<file path="src/rtl/core_param.sv">
`default_nettype none
// ============================================================================
//  Module   : core_param
//  Purpose  : Parametrised shader core. 16-bit instructions
//             (op[15:12] a[11:8] b[7:4] t[3:0]), sixteen DW-bit registers and
//             one req/ready memory port shared by fetch, load and store.
//             SPWN and SYNC block until the core array accepts or releases.
//  Revision : 1.0 - initial release
// ----------------------------------------------------------------------------
//  Ports
//    clk, rst              clock; asynchronous active-high reset
//    core_id               static core index (debug tag only, not used)
//    enable                0 freezes state and drops every request
//    do_next_ins           scheduler lets the fetched instruction issue
//    next_ins_ready        core is in FETCH and enabled
//    overwrite, new_pc     restart at new_pc in FETCH (beats enable)
//    halted                core is in HALT
//    mem_req/we/addr/wdata memory request; completes on mem_req & mem_ready
//    mem_ready, mem_rdata  handshake and same-cycle read data
//    spawn_valid/id/pc     SPWN request, held until spawn_ready
//    sync_req/group        barrier wait, held until sync_release
//  Opcodes
//    0 NOP  1 MOV  2 ADD  3 JMP  4 JEQ  5 JLT  6 JGT  7 LD  8 LDR
//    9 ST  10 SPWN  11 SYNC  12 HALT  13-15 behave as NOP
//    Immediates: MOV/LD ii = inst[11:4], ST ss = inst[7:0] (data = regs[a]),
//    JMP jjj = inst[11:0], branch offset = t, SPWN id = inst[11:8],
//    pc = inst[7:0], SYNC group = inst[11:0].
//  DW must be >= 16 and AW >= 12.
// ============================================================================
module core_param #(
    parameter int DW   = 16,
    parameter int AW   = 16,
    parameter int ID_W = 5
) (
    input  logic            clk,
    input  logic            rst,
    input  logic [ID_W-1:0] core_id,
    input  logic            enable,
    input  logic            do_next_ins,
    output logic            next_ins_ready,
    input  logic            overwrite,
    input  logic [AW-1:0]   new_pc,
    output logic            halted,
    output logic            mem_req,
    output logic            mem_we,
    output logic [AW-1:0]   mem_addr,
    output logic [DW-1:0]   mem_wdata,
    input  logic            mem_ready,
    input  logic [DW-1:0]   mem_rdata,
    output logic            spawn_valid,
    output logic [3:0]      spawn_id,
    output logic [AW-1:0]   spawn_pc,
    input  logic            spawn_ready,
    output logic            sync_req,
    output logic [11:0]     sync_group,
    input  logic            sync_release
);

    localparam logic [3:0] c_OP_NOP  = 4'd0;
    localparam logic [3:0] c_OP_MOV  = 4'd1;
    localparam logic [3:0] c_OP_ADD  = 4'd2;
    localparam logic [3:0] c_OP_JMP  = 4'd3;
    localparam logic [3:0] c_OP_JEQ  = 4'd4;
    localparam logic [3:0] c_OP_JLT  = 4'd5;
    localparam logic [3:0] c_OP_JGT  = 4'd6;
    localparam logic [3:0] c_OP_LD   = 4'd7;
    localparam logic [3:0] c_OP_LDR  = 4'd8;
    localparam logic [3:0] c_OP_ST   = 4'd9;
    localparam logic [3:0] c_OP_SPWN = 4'd10;
    localparam logic [3:0] c_OP_SYNC = 4'd11;
    localparam logic [3:0] c_OP_HALT = 4'd12;

    typedef enum logic [2:0] {
        S_FETCH = 3'd0,
        S_EXEC  = 3'd1,
        S_LOAD  = 3'd2,
        S_STORE = 3'd3,
        S_SPAWN = 3'd4,
        S_SYNCW = 3'd5,
        S_HALT  = 3'd6
    } state_t;

    state_t        state_q, state_d;
    logic [AW-1:0] pc_q, pc_d;
    logic [15:0]   inst_q, inst_d;
    logic [DW-1:0] regs_q [16];

    // The core index only tags debug messages in simulation models.
    logic w_unused_core_id;
    assign w_unused_core_id = ^core_id;

    // ------------------------------------------------------------------
    // Decode. Everything derives from inst_q and the register file, which
    // cannot change while a request waits, so a held request is re-derived
    // each cycle and stays bit-identical across stalls and enable gaps.
    // ------------------------------------------------------------------
    logic [3:0]    w_op, w_a, w_b, w_t;
    logic [DW-1:0] w_ra, w_rb, w_sum;
    logic [AW-1:0] w_pc_inc, w_pc_br, w_ld_addr, w_st_addr;

    assign w_op      = inst_q[15:12];
    assign w_a       = inst_q[11:8];
    assign w_b       = inst_q[7:4];
    assign w_t       = inst_q[3:0];
    assign w_ra      = regs_q[w_a];
    assign w_rb      = regs_q[w_b];
    assign w_sum     = w_ra + w_rb;
    assign w_pc_inc  = pc_q + AW'(1);
    assign w_pc_br   = pc_q + AW'(w_t);
    assign w_ld_addr = (w_op == c_OP_LDR) ? AW'(w_sum) : AW'(inst_q[11:4]);
    assign w_st_addr = AW'(inst_q[7:0]);

    logic          w_reg_we;
    logic [DW-1:0] w_reg_wdata;
    logic          w_req, w_we, w_spawn, w_sync, w_next_rdy, w_halted;
    logic [AW-1:0] w_addr;
    logic [DW-1:0] w_wdata;

    always_comb begin
        state_d     = state_q;
        pc_d        = pc_q;
        inst_d      = inst_q;
        w_reg_we    = 1'b0;
        w_reg_wdata = '0;
        w_req       = 1'b0;
        w_we        = 1'b0;
        w_addr      = pc_q;
        w_wdata     = '0;
        w_spawn     = 1'b0;
        w_sync      = 1'b0;
        w_next_rdy  = 1'b0;
        w_halted    = 1'b0;

        unique case (state_q)
            S_FETCH: begin
                w_req      = 1'b1;
                w_next_rdy = 1'b1;
                // A ready without issue permission is dropped; fetch retries.
                if (mem_ready && do_next_ins) begin
                    inst_d  = mem_rdata[15:0];
                    state_d = S_EXEC;
                end
            end
            S_EXEC: begin
                state_d = S_FETCH;
                pc_d    = w_pc_inc;
                case (w_op)
                    c_OP_MOV: begin
                        w_reg_we    = 1'b1;
                        w_reg_wdata = DW'(inst_q[11:4]);
                    end
                    c_OP_ADD: begin
                        w_reg_we    = 1'b1;
                        w_reg_wdata = w_sum;
                    end
                    c_OP_JMP: pc_d = AW'(inst_q[11:0]);
                    c_OP_JEQ: if (w_ra == w_rb) pc_d = w_pc_br;
                    c_OP_JLT: if (w_ra <  w_rb) pc_d = w_pc_br;
                    c_OP_JGT: if (w_ra >  w_rb) pc_d = w_pc_br;
                    c_OP_HALT: begin
                        state_d = S_HALT;
                        pc_d    = pc_q;
                    end
                    c_OP_LD, c_OP_LDR: begin
                        w_req  = 1'b1;
                        w_addr = w_ld_addr;
                        if (mem_ready) begin
                            w_reg_we    = 1'b1;
                            w_reg_wdata = mem_rdata;
                        end else begin
                            state_d = S_LOAD;
                            pc_d    = pc_q;
                        end
                    end
                    c_OP_ST: begin
                        w_req   = 1'b1;
                        w_we    = 1'b1;
                        w_addr  = w_st_addr;
                        w_wdata = w_ra;
                        if (!mem_ready) begin
                            state_d = S_STORE;
                            pc_d    = pc_q;
                        end
                    end
                    c_OP_SPWN: begin
                        w_spawn = 1'b1;
                        if (!spawn_ready) begin
                            state_d = S_SPAWN;
                            pc_d    = pc_q;
                        end
                    end
                    c_OP_SYNC: begin
                        w_sync = 1'b1;
                        if (!sync_release) begin
                            state_d = S_SYNCW;
                            pc_d    = pc_q;
                        end
                    end
                    default: ;  // NOP and unassigned opcodes: pc+1 only
                endcase
            end
            S_LOAD: begin
                w_req  = 1'b1;
                w_addr = w_ld_addr;
                if (mem_ready) begin
                    w_reg_we    = 1'b1;
                    w_reg_wdata = mem_rdata;
                    pc_d        = w_pc_inc;
                    state_d     = S_FETCH;
                end
            end
            S_STORE: begin
                w_req   = 1'b1;
                w_we    = 1'b1;
                w_addr  = w_st_addr;
                w_wdata = w_ra;
                if (mem_ready) begin
                    pc_d    = w_pc_inc;
                    state_d = S_FETCH;
                end
            end
            S_SPAWN: begin
                w_spawn = 1'b1;
                if (spawn_ready) begin
                    pc_d    = w_pc_inc;
                    state_d = S_FETCH;
                end
            end
            S_SYNCW: begin
                w_sync = 1'b1;
                if (sync_release) begin
                    pc_d    = w_pc_inc;
                    state_d = S_FETCH;
                end
            end
            S_HALT: w_halted = 1'b1;
            default: state_d = S_FETCH;
        endcase

        // Disabled: nothing advances; requests are masked at the outputs.
        if (!enable) begin
            state_d  = state_q;
            pc_d     = pc_q;
            inst_d   = inst_q;
            w_reg_we = 1'b0;
        end

        // Restart beats enable and abandons any wait without a write.
        if (overwrite) begin
            state_d  = S_FETCH;
            pc_d     = new_pc;
            w_reg_we = 1'b0;
        end
    end

    always_ff @(posedge clk or posedge rst) begin
        if (rst) begin
            state_q <= S_FETCH;
            pc_q    <= '0;
            inst_q  <= '0;
            for (int i = 0; i < 16; i++) begin
                regs_q[i] <= '0;
            end
        end else begin
            state_q <= state_d;
            pc_q    <= pc_d;
            inst_q  <= inst_d;
            if (w_reg_we) begin
                regs_q[w_t] <= w_reg_wdata;
            end
        end
    end

    // The reset state is FETCH, which would otherwise request immediately;
    // the rst term keeps every output quiet while reset is applied. The
    // other outputs are already zero from the cleared registers.
    assign mem_req        = ~rst & enable & w_req;
    assign next_ins_ready = ~rst & enable & w_next_rdy;
    assign spawn_valid    = ~rst & enable & w_spawn;
    assign sync_req       = ~rst & enable & w_sync;
    assign halted         = ~rst & w_halted;
    assign mem_we         = w_we;
    assign mem_addr       = w_addr;
    assign mem_wdata      = w_wdata;
    assign spawn_id       = inst_q[11:8];
    assign spawn_pc       = AW'(inst_q[7:0]);
    assign sync_group     = inst_q[11:0];

endmodule
`default_nettype wire
</file>
<file path="config.mk">
export PLATFORM = sky130hd
export DESIGN_NAME = core_param
export DESIGN_NICKNAME = d
export VERILOG_FILES = /design/src/rtl/core_param.sv
export SDC_FILE = /design/constraint.sdc
export NUM_CORES = 1
export LEC_CHECK = 0
export CORE_ASPECT_RATIO = 1.1
export CORE_MARGIN = 5
export CORE_UTILIZATION = 35
export DETAILED_ROUTE_END_ITERATION = 8
export MAX_ROUTING_LAYER = met4
export SYNTH_ARGS = -nofsm -noshare
export SYNTH_HDL_FRONTEND = slang
export SYNTH_SLANG_ARGS = --single-unit
</file>
<file path="constraint.sdc">
create_clock -name clk -period 15.1 [get_ports clk]
set_input_delay 2.265 -clock clk [delete_from_list [all_inputs] [get_ports clk]]
set_output_delay 2.265 -clock clk [all_outputs]
set_load 0.03 [all_outputs]
</file>
==> qor.yml, run 1 <==
run_status:
  status: "complete, no violations"
cts:
  cts_made_buffers: 31
  ctsHoldBuffers: 0
  htree_levels: 1
  clockBufferDepth: 3
  clkTransAtPathRegs_ps: 70
  post_cts_buffers: 0
  clock-sinks: 291
  cts_tree: "built"
  clock_latency_ps: 590
  cts_root_buffer: "clkbuf_16"
  cts_resized: 0
grt:
  grt_use_total: 0.2209
  grt_start_max_net_pins: 83
  grt-ovfl-total: 0
  antenna_found_initial: 0
  grt_pass1_wl_um: 101200
  grt_pass1_vias: 16100
drt:
  drt_iter0_markers: 1434
  antenna_left: 0
  wire_per_inst_um: 24.58
  viasPerCell: 5.974
  drtPass1Iterations: 6
  drcViolationCount: 0
  vias: 16290
  routed_wl_um: 67040
logic_synthesis:
  yosysWarnings: 0
  syn_inst: 1975
  synth_seq_cells: 291
  synth_edf_count: 0
  synth_seq_area_share: 0.3744
  avgSynthCellArea_um2: 9.847
  ys.flop_type: "dfrtp_1"
  yosysUniqueCellTypes: 88
  synthArstFlopShare: 1.000
  netlist_area_um2: 19450
layout:
  instances_no_fill: 2727
  nets: 2049
  final.fill_count: 5391
  area_growth_pct: 13.32
  n_antenna_cell: 0
  multi_input_area_um2: 11200
  drive_gt1_frac: 0.1753
  seq_area_um2: 7293
pwr:
  power.density_nw_per_um2: 113.3
  p_leak_nw: 8.976
  ir_drop_mv: 0.08271
timing:
  clock.fmax_ghz: 0.1147
  setup_violations: 0
  finalSetupTns_ps: 0
  finalClockSkew_ps: 27.31
  layout_min_cycle_time_ps: 8718
  slew_headroom: 0.1201
  hold_viol: 0
  worstMarginPinSlew_ps: 1320
  rsz0062_at_grt: "false"
  finalCritPeriodShare: 0.5773
  drv_slew: 0
floorplan:
  die_height_um: 257.2
  start_util: 0.3539
  num_rows: 90
  ioPinCount: 115
  core_um2: 54950
  die_width_um: 234.8
  dieArea_um2: 60390
place:
  placed_cells: 2669
  dp_hpwl_um: 45600
  port_buffers: 101
  gp_congestion: 0.9908
worst_setup_path:
  arrival_ps: 6450
  worstSetupPathType: "reg -> out"
  end_kind: "output pin"
  worstPathMaxFanout: 43
  cp_data_required_time_ps: 12840
  setup.worst_path.start_class: "flip-flop"
min_path:
  hp-class: "reg -> reg"
job:
  maxCapViolations: 0
## cells in the final DEF (no fill, tap or decap), types with 8 or more instances in the layout
cell / synthesis / layout
a211oi_1: 20 / 20
a21oi_1: 235 / 235
a221oi_1: 12 / 12
a22oi_1: 9 / 9
a31oi_1: 13 / 13
and2_1: 21 / 21
and3_1: 10 / 10
buf_4: 34 / 49
clkbuf_16: 0 / 31
clkbuf_8: 0 / 8
clkdlybuf4s50_1: 0 / 101
conb_1: 1 / 8
dfrtp_1: 291 / 286
ha_1: 36 / 36
inv_1: 36 / 35
mux2_2: 42 / 42
mux2i_1: 9 / 9
mux4_2: 160 / 160
nand2_1: 190 / 190
nand2b_1: 14 / 14
nand3_1: 23 / 23
nand4_1: 9 / 9
nor2_1: 241 / 238
nor2b_1: 15 / 15
nor3_1: 21 / 18
o21a_1: 8 / 8
o21ai_0: 160 / 160
o221ai_1: 9 / 9
o22ai_1: 8 / 8
or3_1: 10 / 10
xnor2_1: 22 / 22
xor2_1: 12 / 12
## worst paths after layout
| check | slack, ps | endpoint | cells after the start | from |
|---|---|---|---|---|
| worst max-delay path | 6380 | mem_addr[13] | 13 | inst_q[8]$_DFFE_PP0P_ |
| worst min-delay path | 500 | regs_q[247]$_DFFE_PP0P_ | 2 | regs_q[247]$_DFFE_PP0P_ |
| worst max register to register | 8770 | regs_q[188]$_DFFE_PP0P_ | 15 | inst_q[4]$_DFFE_PP0P_ |
| worst min register to register | 500 | regs_q[247]$_DFFE_PP0P_ | 2 | regs_q[247]$_DFFE_PP0P_ |
| max in group asynchronous | 11350 | inst_q[4]$_DFFE_PP0P_ | 3 | rst |
| min in group asynchronous | 2190 | regs_q[155]$_DFFE_PP0P_ | 2 | rst |
## where the power goes
group          switching [mW]  internal, mW
registers               0.121         0.817
logic                   0.435         0.296
clock network           0.342         0.486
total                   0.898          1.60
## worst max-delay path, cell delays in order (launching register included)
cell and delay (ps):
dfrtp_4 1050, buf_4 640, mux4_2 570, mux4_2 510, ha_1 410, or2_1 290
a311o_1 370, a311oi_2 350, o21a_1 210, o211a_1 180, o31ai_1 110, a21oi_1 170
a2bb2oi_1 240, clkdlybuf4s50_1 720
## synthesized netlist by cell type (5+ instances only)
cell	n	share of area
dfrtp_1	291	0.37
nor2_1	241	0.047
a21oi_1	235	0.060
nand2_1	190	0.037
mux4_2	160	0.19
o21ai_0	160	0.041
clkbuf_1	114	0.022
mux2_2	42	0.024
buf_2	39	0.010
ha_1	36	0.023
inv_1	36	0.0069
buf_4	34	0.013
nand3_1	23	0.0059
xnor2_1	22	0.0099
and2_1	21	0.0068
nor3_1	21	0.0054
a211oi_1	20	0.0077
nor2b_1	15	0.0048
nand2b_1	14	0.0045
a31oi_1	13	0.0042
a221oi_1	12	0.0054
xor2_1	12	0.0054
buf_1	11	0.0021
and3_1	10	0.0032
or3_1	10	0.0032
a22oi_1	9	0.0035
mux2i_1	9	0.0046
nand4_1	9	0.0029
o221ai_1	9	0.0041
o21a_1	8	0.0031
o22ai_1	8	0.0026
a2bb2oi_1	7	0.0032
o21bai_1	7	0.0027
a21o_1	6	0.0023
a311oi_1	6	0.0027
nor4_1	6	0.0019
a221o_1	5	0.0026
a311o_1	5	0.0026
mux2_1	5	0.0029
nand3b_1	5	0.0019
o211ai_1	5	0.0019
o31ai_1	5	0.0019
## layout make-up
class | instances | area share
multi-input combinational | 1455 | 0.5081
inverter | 37 | 0.006642
clock inverter | 17 | 0.009424
clock buffer | 41 | 0.04054
tap | 736 | 0.04179
timing repair buffer | 150 | 0.06256
sequential | 291 | 0.3309
## state kept, by name (all words and copies together) (netlist names)
register and count:
regs_q 256, inst_q 16, pc_q 16, state_q 3
## cell families (layout without fill, tap and decap cells)
kind of cell / count (synthesis) / after routing / synth area share
adders and majority gates: 38 / 38 / 0.02522
muxes: 217 / 217 / 0.2179
and+or+nand+nor: 591 / 591 / 0.1360
AOI/OAI and AO/OA: 567 / 567 / 0.1760
xor gates and xnor gates: 34 / 34 / 0.01531
other: 1 / 8 / 0.0001928
DFF: 291 / 291 / 0.3744
buffers and inverters: 236 / 245 / 0.05500
## per-layer routing
layer / vias up / GRT usage / wire length, µm
li1: 7212 / - / -
met2: 685 / 0.3767 / 33460
met1: 8229 / 0.2724 / 26480
met3: 166 / 0.02388 / 3980
met5: - / - / 0
met4: 0 / 0.08485 / 3128
## stage by stage
| stage | power [mW] | util | area (µm²) | setup slack (ps) | hold slack (ps) |
|---|---|---|---|---|---|
| detailed placement | 1.675 | 0.3810 | 20940 | 6972 | 487.1 |
| CTS | 2.508 | 0.4010 | 22040 | 6347 | 502.6 |
| finish | 2.498 | 0.4010 | 22040 | 6382 | 501.2 |
| floorplan | 1.443 | - | 19470 | 2615 | 460.9 |
| global route | 2.603 | 0.4010 | 22040 | 6021 | 527.9 |
| global placement | 1.671 | 0.3810 | 20940 | 6968 | 473.3 |
Power figures use the tool's default switching activity.
==> inputs of run 2 (changes only) <==
Clock period 15.1 ns to 8.2 ns, I/O delays scaled along.
==> run 2 against run 1 <==
Net effect: power is 77% higher; combinational power up 75%; clock power is 63% higher; wire length down 1.5%; clock skew down 14 ps; sequential cell count did not move; worst setup slack worse by 5700 ps; critical path depth up 2; sequential share of layout area up 0.30 points; global-route usage is 0.20 points lower; critical endpoint unchanged; largest power group unchanged; highest routed layer unchanged.
==> qor.yml, run 2 (synthesized netlist as in run 1, its figures left out) <==
cts:
  cts_tree: "built"
  clockBufferDepth: 3
  ctsHoldBuffers: 0
  clkTransAtPathRegs_ps: 60
  clock_latency_ps: 590
  cts_resized: 0
  clock-sinks: 291
  cts_root_buffer: "clkbuf_16"
  cts_made_buffers: 31
  htree_levels: 1
  post_cts_buffers: 0
floorplan:
  ioPinCount: 115
  dieArea_um2: 60390
  num_rows: 90
  start_util: 0.3539
  die_width_um: 234.8
  core_um2: 54950
  die_height_um: 257.2
worst_setup_path:
  cp_data_required_time_ps: 6970
  worstSetupPathType: "reg -> out"
  arrival_ps: 6240
  end_kind: "output pin"
  worstPathMaxFanout: 45
  setup.worst_path.start_class: "flip-flop"
pwr:
  power.density_nw_per_um2: 202.0
  swShare: 0.3654
  p_leak_nw: 8.862
  netSwitchingPower_mw: 1.612
  p_int_mw: 2.800
  total_power_mw: 4.412
  combPwrFrac: 0.290
  pwr-share-clk: 0.306
  seqPwrFrac: 0.404
  ir_drop_mv: 0.1752
layout:
  area_growth_pct: 12.31
  final_cell_mix: "dfrtp_1 (286), nor2_1 (238), a21oi_1 (234), nand2_1 (190)"
  max_flop_register: "regs_q"
  n_antenna_cell: 0
  final.fill_count: 5372
  top_regs: "regs_q x256, inst_q x16, pc_q x16"
  drive_gt1_frac: 0.1674
  largest_register_ffs: 256
  layout_commonest_cell: "dfrtp_1"
  nets: 2043
min_path:
  hp-class: "reg -> reg"
timing:
  drv_slew: 0
  setup_violations: 0
  slew_headroom: 0.1205
  layout_min_cycle_time_ps: 7470
  rsz0062_at_grt: "false"
  finalCritPeriodShare: 0.9110
  finalClockSkew_ps: 13.42
  clock.fmax_ghz: 0.1339
  worstMarginPinSlew_ps: 1319
  hold_viol: 0
  finalSetupTns_ps: 0
run_status:
  status: "complete, no violations"
grt:
  grt-ovfl-total: 0
  grt_start_max_net_pins: 163
  grt_use_total: 0.2189
  grt_pass1_wl_um: 101100
  grt_pass1_vias: 16270
  antenna_found_initial: 0
drt:
  wire_per_inst_um: 24.34
  routed_wl_um: 66030
  viasPerCell: 5.951
  drt_iter0_markers: 1577
  vias: 16140
  antenna_left: 0
  drtPass1Iterations: 7
  drcViolationCount: 0
place:
  dp_hpwl_um: 44840
  gp_congestion: 0.9743
  port_buffers: 101
job:
  maxCapViolations: 0
==> run 2: cell count changes in the layout (fill, tap and decap cells not counted), sizes merged <==
cell and change:
clkinv -1, bufinv -3, inv -4, buf -6
==> run 2: area by class of cell <==
| cell class | instances | area (µm²) | share of cell area |
|---|---|---|---|
| Inverter | 37 | 142.6 | 0.006530 |
| Timing Repair Buffer | 144 | 1346 | 0.06164 |
| Multi-Input combinational cell | 1455 | 11200 | 0.5129 |
| Tap cell | 736 | 920.9 | 0.04216 |
| Clock inverter | 9 | 93.84 | 0.004296 |
| Clock buffer | 41 | 843.3 | 0.03861 |
| Sequential cell | 291 | 7293 | 0.3339 |
==> run 2: worst paths after layout <==
kind	start	endpoint	slack (ps)	cells past startpoint
worst max-delay path	inst_q[4]$_DFFE_PP0P_	mem_addr[13]	730	15
worst min-delay path	regs_q[195]$_DFFE_PP0P_	regs_q[195]$_DFFE_PP0P_	500	2
worst max register to register	inst_q[4]$_DFFE_PP0P_	pc_q[10]$_DFFE_PP0P_	2080	13
worst min register to register	regs_q[195]$_DFFE_PP0P_	regs_q[195]$_DFFE_PP0P_	500	2
max in group asynchronous	rst	inst_q[4]$_DFFE_PP0P_	5060	4
min in group asynchronous	rst	state_q[0]$_DFFE_PP0P_	1030	2
==> run 2: metal layers <==
metal	vias to the layer above	wire length [µm]	global-route usage
li1	7192	-	-
met1	8130	26400	0.2735
met2	671	32550	0.3666
met3	151	4382	0.03041
met4	0	2690	0.07868
met5	-	0	-
==> run 2: through the flow <==
stage	std cells	hold WS (ps)	instance area, µm²	setup WS, ps	utilization
6_report	2713	500.3	21840	730.1	0.3975
5_1_grt	2713	529.3	21840	343.6	0.3975
4_1_cts	2713	500.9	21840	615.9	0.3974
3_5_place_dp	2663	486.7	20900	1272	0.3804
3_3_place_gp	2663	473.1	20900	1311	0.3804
2_1_floorplan	1982	460.9	19480	516.3	-
==> run 2: critical path: stages, from the launching register on <==
cell	delay [ps]
dfrtp_4	1020
buf_4	610
mux4_2	570
mux4_2	500
inv_1	80
ha_1	320
nand2b_1	130
a21oi_1	80
a311o_1	310
a311oi_2	330
o21a_1	180
o211a_1	170
o31ai_1	120
a21oi_1	170
a2bb2oi_1	270
clkdlybuf4s50_1	740
==> run 2: power by group through the flow <==
stage	Sequential, mW	Combinational (mW)	Clock (mW)
final	1.78	1.28	1.35
after global routing	1.80	1.36	1.43
after CTS	1.78	1.27	1.38
after detailed placement	1.81	1.27	0
after global placement	1.80	1.26	0
after floorplan	1.58	1.08	0
